<file path="src/rtl/uart_pkg.sv">
`default_nettype none
// ============================================================================
//  Module      : uart_pkg
//  Description : Shared definitions for the UART transmitter and receiver:
//                FSM state encoding, frame-level constants and the
//                cycles-per-bit computation.
//  Ports       : none (package)
//  Revision    : 1.0 - initial release
// ============================================================================
package uart_pkg;

    // Frame FSM states. PARITY is only entered when parity is built in.
    typedef enum logic [2:0] {
        IDLE   = 3'd0,
        START  = 3'd1,
        DATA   = 3'd2,
        PARITY = 3'd3,
        STOP   = 3'd4
    } uart_state_e;

    localparam int   DataBits   = 8;
    localparam logic StartLevel = 1'b0;
    localparam logic StopLevel  = 1'b1;

    // Integer truncation: the bit period is rounded down.
    function automatic int clks_per_bit(input int clk_freq, input int baud_rate);
        return clk_freq / baud_rate;
    endfunction

endpackage
`default_nettype wire

</file>
<file path="src/rtl/uart_baud_gen.sv">
`default_nettype none
// ============================================================================
//  Module      : uart_baud_gen
//  Description : Bit-period counter. Counts 0..ClksPerBit-1 and emits a
//                one-cycle tick on the last count, then restarts from 0.
//                With i_half set the tick comes at ClksPerBit/2-1 instead,
//                which a receiver uses to find the middle of a start bit.
//  Ports       : i_clk      system clock, rising edge
//                i_rstn     asynchronous active-low reset
//                i_restart  hold counter at 0 (no tick while asserted)
//                i_half     tick at half period instead of full period
//                o_tick     one-cycle pulse at end of the (half) period
//  Revision    : 1.0 - initial release
// ============================================================================
module uart_baud_gen #(
    parameter int ClksPerBit = 86
) (
    input  logic i_clk,
    input  logic i_rstn,
    input  logic i_restart,
    input  logic i_half,
    output logic o_tick
);

    localparam int C_CNT_W = (ClksPerBit > 1) ? $clog2(ClksPerBit) : 1;
    localparam logic [C_CNT_W-1:0] C_FULL_AT = C_CNT_W'(ClksPerBit - 1);
    localparam logic [C_CNT_W-1:0] C_HALF_AT = C_CNT_W'(ClksPerBit / 2 - 1);

    logic [C_CNT_W-1:0] cnt_q;
    logic [C_CNT_W-1:0] cnt_d;
    logic [C_CNT_W-1:0] w_target;
    logic               w_tick;

    always_comb begin
        w_target = i_half ? C_HALF_AT : C_FULL_AT;
        w_tick   = !i_restart && (cnt_q == w_target);
        // Clearing on the tick keeps the count aligned to bit boundaries,
        // so it can never run past the terminal value mid-bit.
        if (i_restart || w_tick) begin
            cnt_d = '0;
        end else begin
            cnt_d = cnt_q + C_CNT_W'(1);
        end
    end

    always_ff @(posedge i_clk or negedge i_rstn) begin
        if (!i_rstn) begin
            cnt_q <= '0;
        end else begin
            cnt_q <= cnt_d;
        end
    end

    assign o_tick = w_tick;

endmodule
`default_nettype wire

</file>
<file path="src/rtl/uart_tx.sv">
`default_nettype none
// ============================================================================
//  Module      : uart_tx
//  Description : UART transmitter. Serialises one byte per valid/ready
//                handshake into a start / 8 data (LSB first) / [parity] /
//                stop frame on a registered, glitch-free TX line.
//                Optional even parity is built in when the macro
//                UART_TX_PARITY_EN is defined.
//  Ports       : i_clk       system clock, rising edge
//                i_rstn      asynchronous active-low reset
//                i_tx_valid  byte on i_tx_byte offered for transmission
//                i_tx_byte   data byte, sampled on the handshake edge
//                o_tx_ready  high while a new byte can be accepted
//                o_tx_done   one-cycle pulse at end of the last stop bit
//                o_tx        serial line, idles high
//  Revision    : 1.0 - initial release
// ============================================================================
module uart_tx
    import uart_pkg::*;
#(
    parameter int ClkFreq  = 10_000_000,
    parameter int BaudRate = 115200,
    parameter int StopBits = 1
) (
    input  logic       i_clk,
    input  logic       i_rstn,
    input  logic       i_tx_valid,
    input  logic [7:0] i_tx_byte,
    output logic       o_tx_ready,
    output logic       o_tx_done,
    output logic       o_tx
);

    localparam int ClksPerBit = clks_per_bit(ClkFreq, BaudRate);

    if (ClksPerBit < 2 || (StopBits != 1 && StopBits != 2)) begin : g_param_check
        $error("uart_tx: ClksPerBit must be >= 2 and StopBits must be 1 or 2");
    end

    uart_state_e state_q, state_d;
    logic [2:0]  bit_idx_q, bit_idx_d;
    logic [7:0]  shift_q, shift_d;
    logic        tx_q, tx_d;
    logic        done_q, done_d;
`ifdef UART_TX_PARITY_EN
    logic        parity_q, parity_d;
`endif

    logic w_tick;
    logic w_restart;

    // Counter is held at zero while idle so the start bit gets a full period
    // measured from the handshake edge.
    assign w_restart = (state_q == IDLE);

    uart_baud_gen #(
        .ClksPerBit (ClksPerBit)
    ) u_baud_gen (
        .i_clk     (i_clk),
        .i_rstn    (i_rstn),
        .i_restart (w_restart),
        .i_half    (1'b0),
        .o_tick    (w_tick)
    );

    // tx_d is only changed on the handshake or on a tick, which keeps the
    // registered line stable for whole bit periods.
    always_comb begin
        state_d   = state_q;
        bit_idx_d = bit_idx_q;
        shift_d   = shift_q;
        tx_d      = tx_q;
        done_d    = 1'b0;
`ifdef UART_TX_PARITY_EN
        parity_d  = parity_q;
`endif
        case (state_q)
            IDLE: begin
                if (i_tx_valid) begin
                    shift_d   = i_tx_byte;
                    tx_d      = StartLevel;
                    bit_idx_d = 3'd0;
                    state_d   = START;
`ifdef UART_TX_PARITY_EN
                    parity_d  = ^i_tx_byte;
`endif
                end
            end
            START: begin
                if (w_tick) begin
                    tx_d    = shift_q[0];
                    state_d = DATA;
                end
            end
            DATA: begin
                if (w_tick) begin
                    if (bit_idx_q == 3'(DataBits - 1)) begin
                        bit_idx_d = 3'd0;
`ifdef UART_TX_PARITY_EN
                        tx_d      = parity_q;
                        state_d   = PARITY;
`else
                        tx_d      = StopLevel;
                        state_d   = STOP;
`endif
                    end else begin
                        bit_idx_d = bit_idx_q + 3'd1;
                        shift_d   = shift_q >> 1;
                        tx_d      = shift_q[1];
                    end
                end
            end
`ifdef UART_TX_PARITY_EN
            PARITY: begin
                if (w_tick) begin
                    tx_d    = StopLevel;
                    state_d = STOP;
                end
            end
`endif
            STOP: begin
                // bit_idx is reused to count stop bits.
                if (w_tick) begin
                    if (bit_idx_q == 3'(StopBits - 1)) begin
                        bit_idx_d = 3'd0;
                        done_d    = 1'b1;
                        state_d   = IDLE;
                    end else begin
                        bit_idx_d = bit_idx_q + 3'd1;
                    end
                end
            end
            default: begin
                tx_d    = StopLevel;
                state_d = IDLE;
            end
        endcase
    end

    always_ff @(posedge i_clk or negedge i_rstn) begin
        if (!i_rstn) begin
            state_q   <= IDLE;
            bit_idx_q <= 3'd0;
            shift_q   <= 8'd0;
            tx_q      <= 1'b1;
            done_q    <= 1'b0;
`ifdef UART_TX_PARITY_EN
            parity_q  <= 1'b0;
`endif
        end else begin
            state_q   <= state_d;
            bit_idx_q <= bit_idx_d;
            shift_q   <= shift_d;
            tx_q      <= tx_d;
            done_q    <= done_d;
`ifdef UART_TX_PARITY_EN
            parity_q  <= parity_d;
`endif
        end
    end

    assign o_tx_ready = (state_q == IDLE);
    assign o_tx_done  = done_q;
    assign o_tx       = tx_q;

endmodule
`default_nettype wire
</file>
<file path="config.mk">
export PLATFORM = sky130hd
export DESIGN_NAME = uart_tx
export DESIGN_NICKNAME = d
export VERILOG_FILES = /design/src/rtl/uart_pkg.sv /design/src/rtl/uart_baud_gen.sv /design/src/rtl/uart_tx.sv
export SDC_FILE = /design/constraint.sdc
export NUM_CORES = 1
export LEC_CHECK = 0
export BUFFER_PORTS_ARGS = -buffer_cell sky130_fd_sc_hd__buf_2
export CAP_MARGIN = 20
export CORE_ASPECT_RATIO = 1.2
export CORE_MARGIN = 3
export CORE_UTILIZATION = 57
export DETAILED_ROUTE_END_ITERATION = 6
export GPL_ROUTABILITY_DRIVEN = 0
export GPL_TIMING_DRIVEN = 0
export PLACE_DENSITY = 0.78
export SLEW_MARGIN = 10
export SYNTH_ARGS = -nofsm -noshare
export SYNTH_HDL_FRONTEND = slang
export SYNTH_SLANG_ARGS = --single-unit
</file>
<file path="constraint.sdc">
create_clock -name i_clk -period 2.6 [get_ports i_clk]
set_input_delay 0.65 -clock i_clk [delete_from_list [all_inputs] [get_ports i_clk]]
set_output_delay 0.65 -clock i_clk [all_outputs]
set_load 0.005 [all_outputs]
</file>
# Yosys cells after proc, flatten, opt, wreduce, memory -nomap -nowiden
# Cells that the tools add are included.
[totals]
output_inout_bits = 3
inputBits = 11
ff_bits = 23
elab_cells = 58
[classes]
n_bitwise = 1
reduce_logical = 11
n_eq_ne = 12
add_sub_neg = 2
muxes = 26
[ops]
columns = ["op", "count"]
rows = [
  ["$mux W3", 11],
  ["$mux W8", 3],
  ["$pmux W8 S2", 1],
  ["$pmux W3 S4", 1],
  ["$reduce_and A4 Y1", 3],
  ["$pmux W3 S3", 1],
  ["$ne A2 B2 Y1 const B", 4],
  ["$add A7 B1 Y7 const B", 1],
  ["$eq A7 B7 Y1 const B", 1],
  ["$mux W1", 7],
  ["$mux W7", 1],
  ["$eq A3 B3 Y1 const B", 2],
  ["$logic_not A3 Y1", 2],
  ["$ne A2 B1 Y1 const B", 3],
  ["$reduce_and A6 Y1", 1],
  ["$pmux W1 S4", 1],
  ["$add A3 B1 Y3 const B", 1],
  ["$eq A3 B1 Y1 const B", 1],
  ["$eq A3 B2 Y1 const B", 1],
  ["$reduce_bool A3 Y1", 1],
  ["$reduce_bool A2 Y1", 1],
  ["$logic_and A1 B1 Y1", 1],
  ["$logic_not A1 Y1", 1],
  ["$logic_or A1 B1 Y1", 1],
  ["$not A1 Y1", 1],
]

# Logic depth before layout (Yosys ltp)
[logic_depth]
ltp_word = 5
ltp_mapped = 6
ltp_nobuf = 6

# Cells and area by module
# From an unflattened synthesis, not the netlist that was laid out.
[unflattened]
cells_unflattened = 132
area_unflattened_um2 = 1462.7
[by_module_without_submodules]
columns = ["mod", "seq_area_each_um2", "area_per_inst_um2", "cells_per_inst", "instances"]
rows = [
  ["uart_tx", 401.6, 1062.3, 98, 1],
  ["uart_baud_gen", 175.2, 400.4, 34, 1],
]

# Worst setup path before layout
# Ideal clock, no wire load.
[synth_timing]
path_type = "register to register"
from = "reg bit_idx_q[0]"
to = "reg shift_q[0]"
path_slack_ns = 0.471
synth_period_minus_slack_ns = 2.129
required_time_ns = 2.475
path_buffers = 0
t_arrival_ns = 2.005
setup_time_ns = 0.125
path_stages_with_launch = 6
path_cell_list = "dfrtp_1 > ha_1 > ha_1 > o31a_1 > a2111oi_4 > mux2_2"
[synth_via]
elab_chain_cells = 3
[synth_lines]
columns = ["element", "line", "rtl"]
rows = [
  ["start: declaration", "uart_tx.sv:41", "logic [2:0] bit_idx_q, bit_idx_d;"],
  ["start signal: assignment", "uart_tx.sv:152", "bit_idx_q <= bit_idx_d;"],
  ["$eq A3 B3 Y1", "uart_tx.sv:97", "if (bit_idx_q == 3'(DataBits - 1)) begin"],
  ["$ne A2 B2 Y1 (no line)", "-", ""],
  ["$reduce_and A4 Y1 (no line)", "-", ""],
  ["end signal: assignment", "uart_tx.sv:153", "shift_q <= shift_d;"],
  ["end: declaration", "uart_tx.sv:42", "logic [7:0] shift_q, shift_d;"],
]
# No other way between the ends.
# A chain may end at the register's enable or synchronous reset.

# Worst setup path after layout
[layout_timing]
from = "reg bit_idx_q[1]"
to = "reg shift_q[7]"
# The elaborated chain is that of the path after synthesis.

==> flow_metrics.tcl <==
set metrics [dict create \
    fin_tns_setup_ps 0 \
    hp-class "in -> async" \
    hold_violations 0 \
    synthTopCellsByArea "dfrtp_1 43%, mux2_2 15%, ha_1 4.9%" \
    maxSlewHeadroom_pct 57.51 \
    cp-end-kind "register" \
    ys_ff_latch 23 \
    fillers 168 \
    cp-startpoint "bit_idx_q[1]$_DFFE_PN0P_" \
    routed_wirelength_um 2310 \
    reg2reg_from "bit_idx_q[1]$_DFFE_PN0P_" \
    start_util_pct 61.29 \
    syn-cell-area_sq_um 1284 \
    drv_cap 0 \
    clkLatencyLatePin_ps 310 \
    p_per_area_nw_per_um2 735.0 \
    grt_max_degree 24 \
    leakage_nw 0.6548 \
    h-tree-depth 1 \
    period_share_pct 90.44 \
    hpwlAfterDp_um 1727 \
    overflow 0 \
    seqCellArea_sq_um 576.8 \
    grt_pass1_vias 956 \
    clk_pin_slew_ps 130 \
    cts_setup_buffers 0 \
    coreArea_sq_um 2095 \
    core.rowCount 18 \
    wl_per_cell_um 14.00 \
    syn-mean-instance-area_sq_um 10.88 \
    clockRootBuffer "clkbuf_4" \
    drive_above_1_share_pct 28.89 \
    yosysSeqAreaShare_pct 44.93 \
    slew_violations 0 \
    multi_input_area_sq_um 668.1 \
    antenna_cells 0 \
    finalCriticalPeriod_ps 2351 \
    die_h_um 57.99 \
    ctsHoldBuffers 0 \
    rsz0062_at_grt "false" \
    cp.required_ps 2800 \
    status "finished clean" \
    ys_types 31 \
    crit_type "reg -> reg" \
    cts_sinks 23 \
    dieArea_sq_um 2860 \
    max-vdd-ir-drop_v 0.0005767 \
    syn_nets 134 \
    nets 152 \
    vias 919 \
    cts_tree "built" \
    grt_first_pass_wirelength_um 4091 \
    cts.repair.resized 0 \
    netlist_instances 118 \
    synth_top_cell_area_share_pct 42.88 \
    setup-violations-final 0 \
    cts_made_buffers 3 \
    via_per_inst 5.570 \
    worst-path-max-fanout 8 \
    postRouteAntennaNets 0 \
    port_buffers 13 \
    drtIter0Drc 10 \
    grt_usage_pct 18.99 \
    fin_skew_ps 10.34 \
    first_pass_iters 4 \
    max_freq_mhz 425.3 \
    syn2layout_area_growth_pct 10.04 \
    worst_slew_pin_slew_ps 634.6 \
    yosys_warnings 0 \
    io_pins 14 \
    grt_antenna_before_repair 0 \
    cts_buffer_depth 2 \
    synth_top_area_cell "dfrtp_1" \
    startpoint_type "register" \
    cp.arrival_ps 2550 \
    die_x_um 49.32 \
    finalPower_mw 1.038 \
    drc 0 \
]
[per-layer routing]
metal | GRT usage (%) | vias up | routed length [um]
li1 | - | 446 | -
met1 | 21.02 | 452 | 956
met2 | 34.48 | 17 | 1225
met3 | 4.113 | 4 | 79
met4 | 8.943 | 0 | 48
met5 | 0 | - | 0
[flip-flops by register name, indices dropped and copies added, names as in the netlist]
register          count
o_tx_done             1
o_tx                  1
state_q               3
bit_idx_q             3
shift_q               8
u_baud_gen.cnt_q      7
[cell type report]
type                    count  area share (%)
well taps                  30           2.657
repair buffers             13           4.606
clock buffers               4           1.860
flip-flops and latches     23           40.83
plain buffers               4           1.151
inverters                   6           1.594
multi-input cells          85           47.30
[cells by family after synthesis]
family	Yosys count	synth area share (%)
mux	17	14.91
fa+ha+maj	5	4.873
buf+inv	10	3.021
compound gates	18	11.70
flops	23	44.93
simple gates	39	16.47
xor+xnor	6	4.094
[cell usage after synthesis]
cell and number:
a32o_1 1, xor2_1 2, nor4_1 1, clkbuf_1 2, xnor2_1 4, nor2b_1 3, nand3_1 3, a2111oi_4 1
nand2b_1 6, a21oi_1 5, o31a_1 1, a221o_1 1, nor3b_2 1, inv_1 6, a211oi_1 1, or2_2 1
mux2_2 17, nor3_1 4, nor2_1 16, o21bai_1 2, buf_1 1, a41o_1 1, a2bb2oi_1 1, buf_2 1
dfstp_2 1, nand2_1 3, o21ai_0 2, nand4b_4 1, ha_1 5, a22o_1 2, dfrtp_1 22
[per-stage QoR]
| step | area (sq um) | hold WS [ps] | utilization, % | setup WS [ps] | instances |
|---|---|---|---|---|---|
| 2_1_floorplan | 1284 | 354.4 | - | 470.5 | 118 |
| 3_3_place_gp | 1386 | 475.4 | 66.19 | 305.7 | 161 |
| 3_5_place_dp | 1386 | 499.2 | 66.19 | 249.8 | 161 |
| 4_1_cts | 1413 | 301.5 | 67.44 | 216.9 | 165 |
| 5_1_grt | 1413 | 313.2 | 67.44 | 156.7 | 165 |
| 6_report | 1413 | 289.2 | 67.44 | 248.5 | 165 |
[where the power goes]
| group | internal (mW) | total [mW] | switching, mW |
|---|---|---|---|
| Combinational | 0.161 | 0.299 | 0.138 |
| Sequential | 0.482 | 0.576 | 0.0938 |
| Clock | 0.0599 | 0.163 | 0.104 |
| Total | 0.703 | 1.04 | 0.335 |
[cell usage in the layout, fill, tap and decap left out, types with 2 or more instances in the layout]
| master | Yosys | final |
|---|---|---|
| clkbuf_1 | 2 | 3 |
| o21ai_0 | 2 | 2 |
| nor2b_1 | 3 | 3 |
| inv_1 | 6 | 6 |
| nand3_1 | 3 | 3 |
| nor3_1 | 4 | 4 |
| o21bai_1 | 2 | 2 |
| xnor2_1 | 4 | 4 |
| clkbuf_4 | 0 | 3 |
| dfrtp_1 | 22 | 22 |
| mux2_2 | 17 | 17 |
| nand2_1 | 3 | 3 |
| buf_2 | 1 | 14 |
| a21oi_1 | 5 | 5 |
| ha_1 | 5 | 5 |
| xor2_1 | 2 | 2 |
| nand2b_1 | 6 | 6 |
| nor2_1 | 16 | 16 |
| a22o_1 | 2 | 2 |
[final timing paths]
path	to	slack (ps)	cells past startpoint
max	shift_q[7]$_DFFE_PN0P_	250	5
min	bit_idx_q[2]$_DFFE_PN0P_	290	1
max reg2reg	shift_q[7]$_DFFE_PN0P_	250	5
min reg2reg	u_baud_gen.cnt_q[0]$_DFF_PN0_	520	1
max in group asynchronous	o_tx$_DFFE_PN1P_	1940	1
min in group i_clk	u_baud_gen.cnt_q[0]$_DFF_PN0_	520	1
[critical path, stage by stage (launching register included)]
cell,delay (ps)
dfrtp_1,420
ha_1,190
ha_1,250
o31a_1,350
a2111oi_4,620
mux2_2,410
Note: power is estimated with default switching activity, not from simulation.
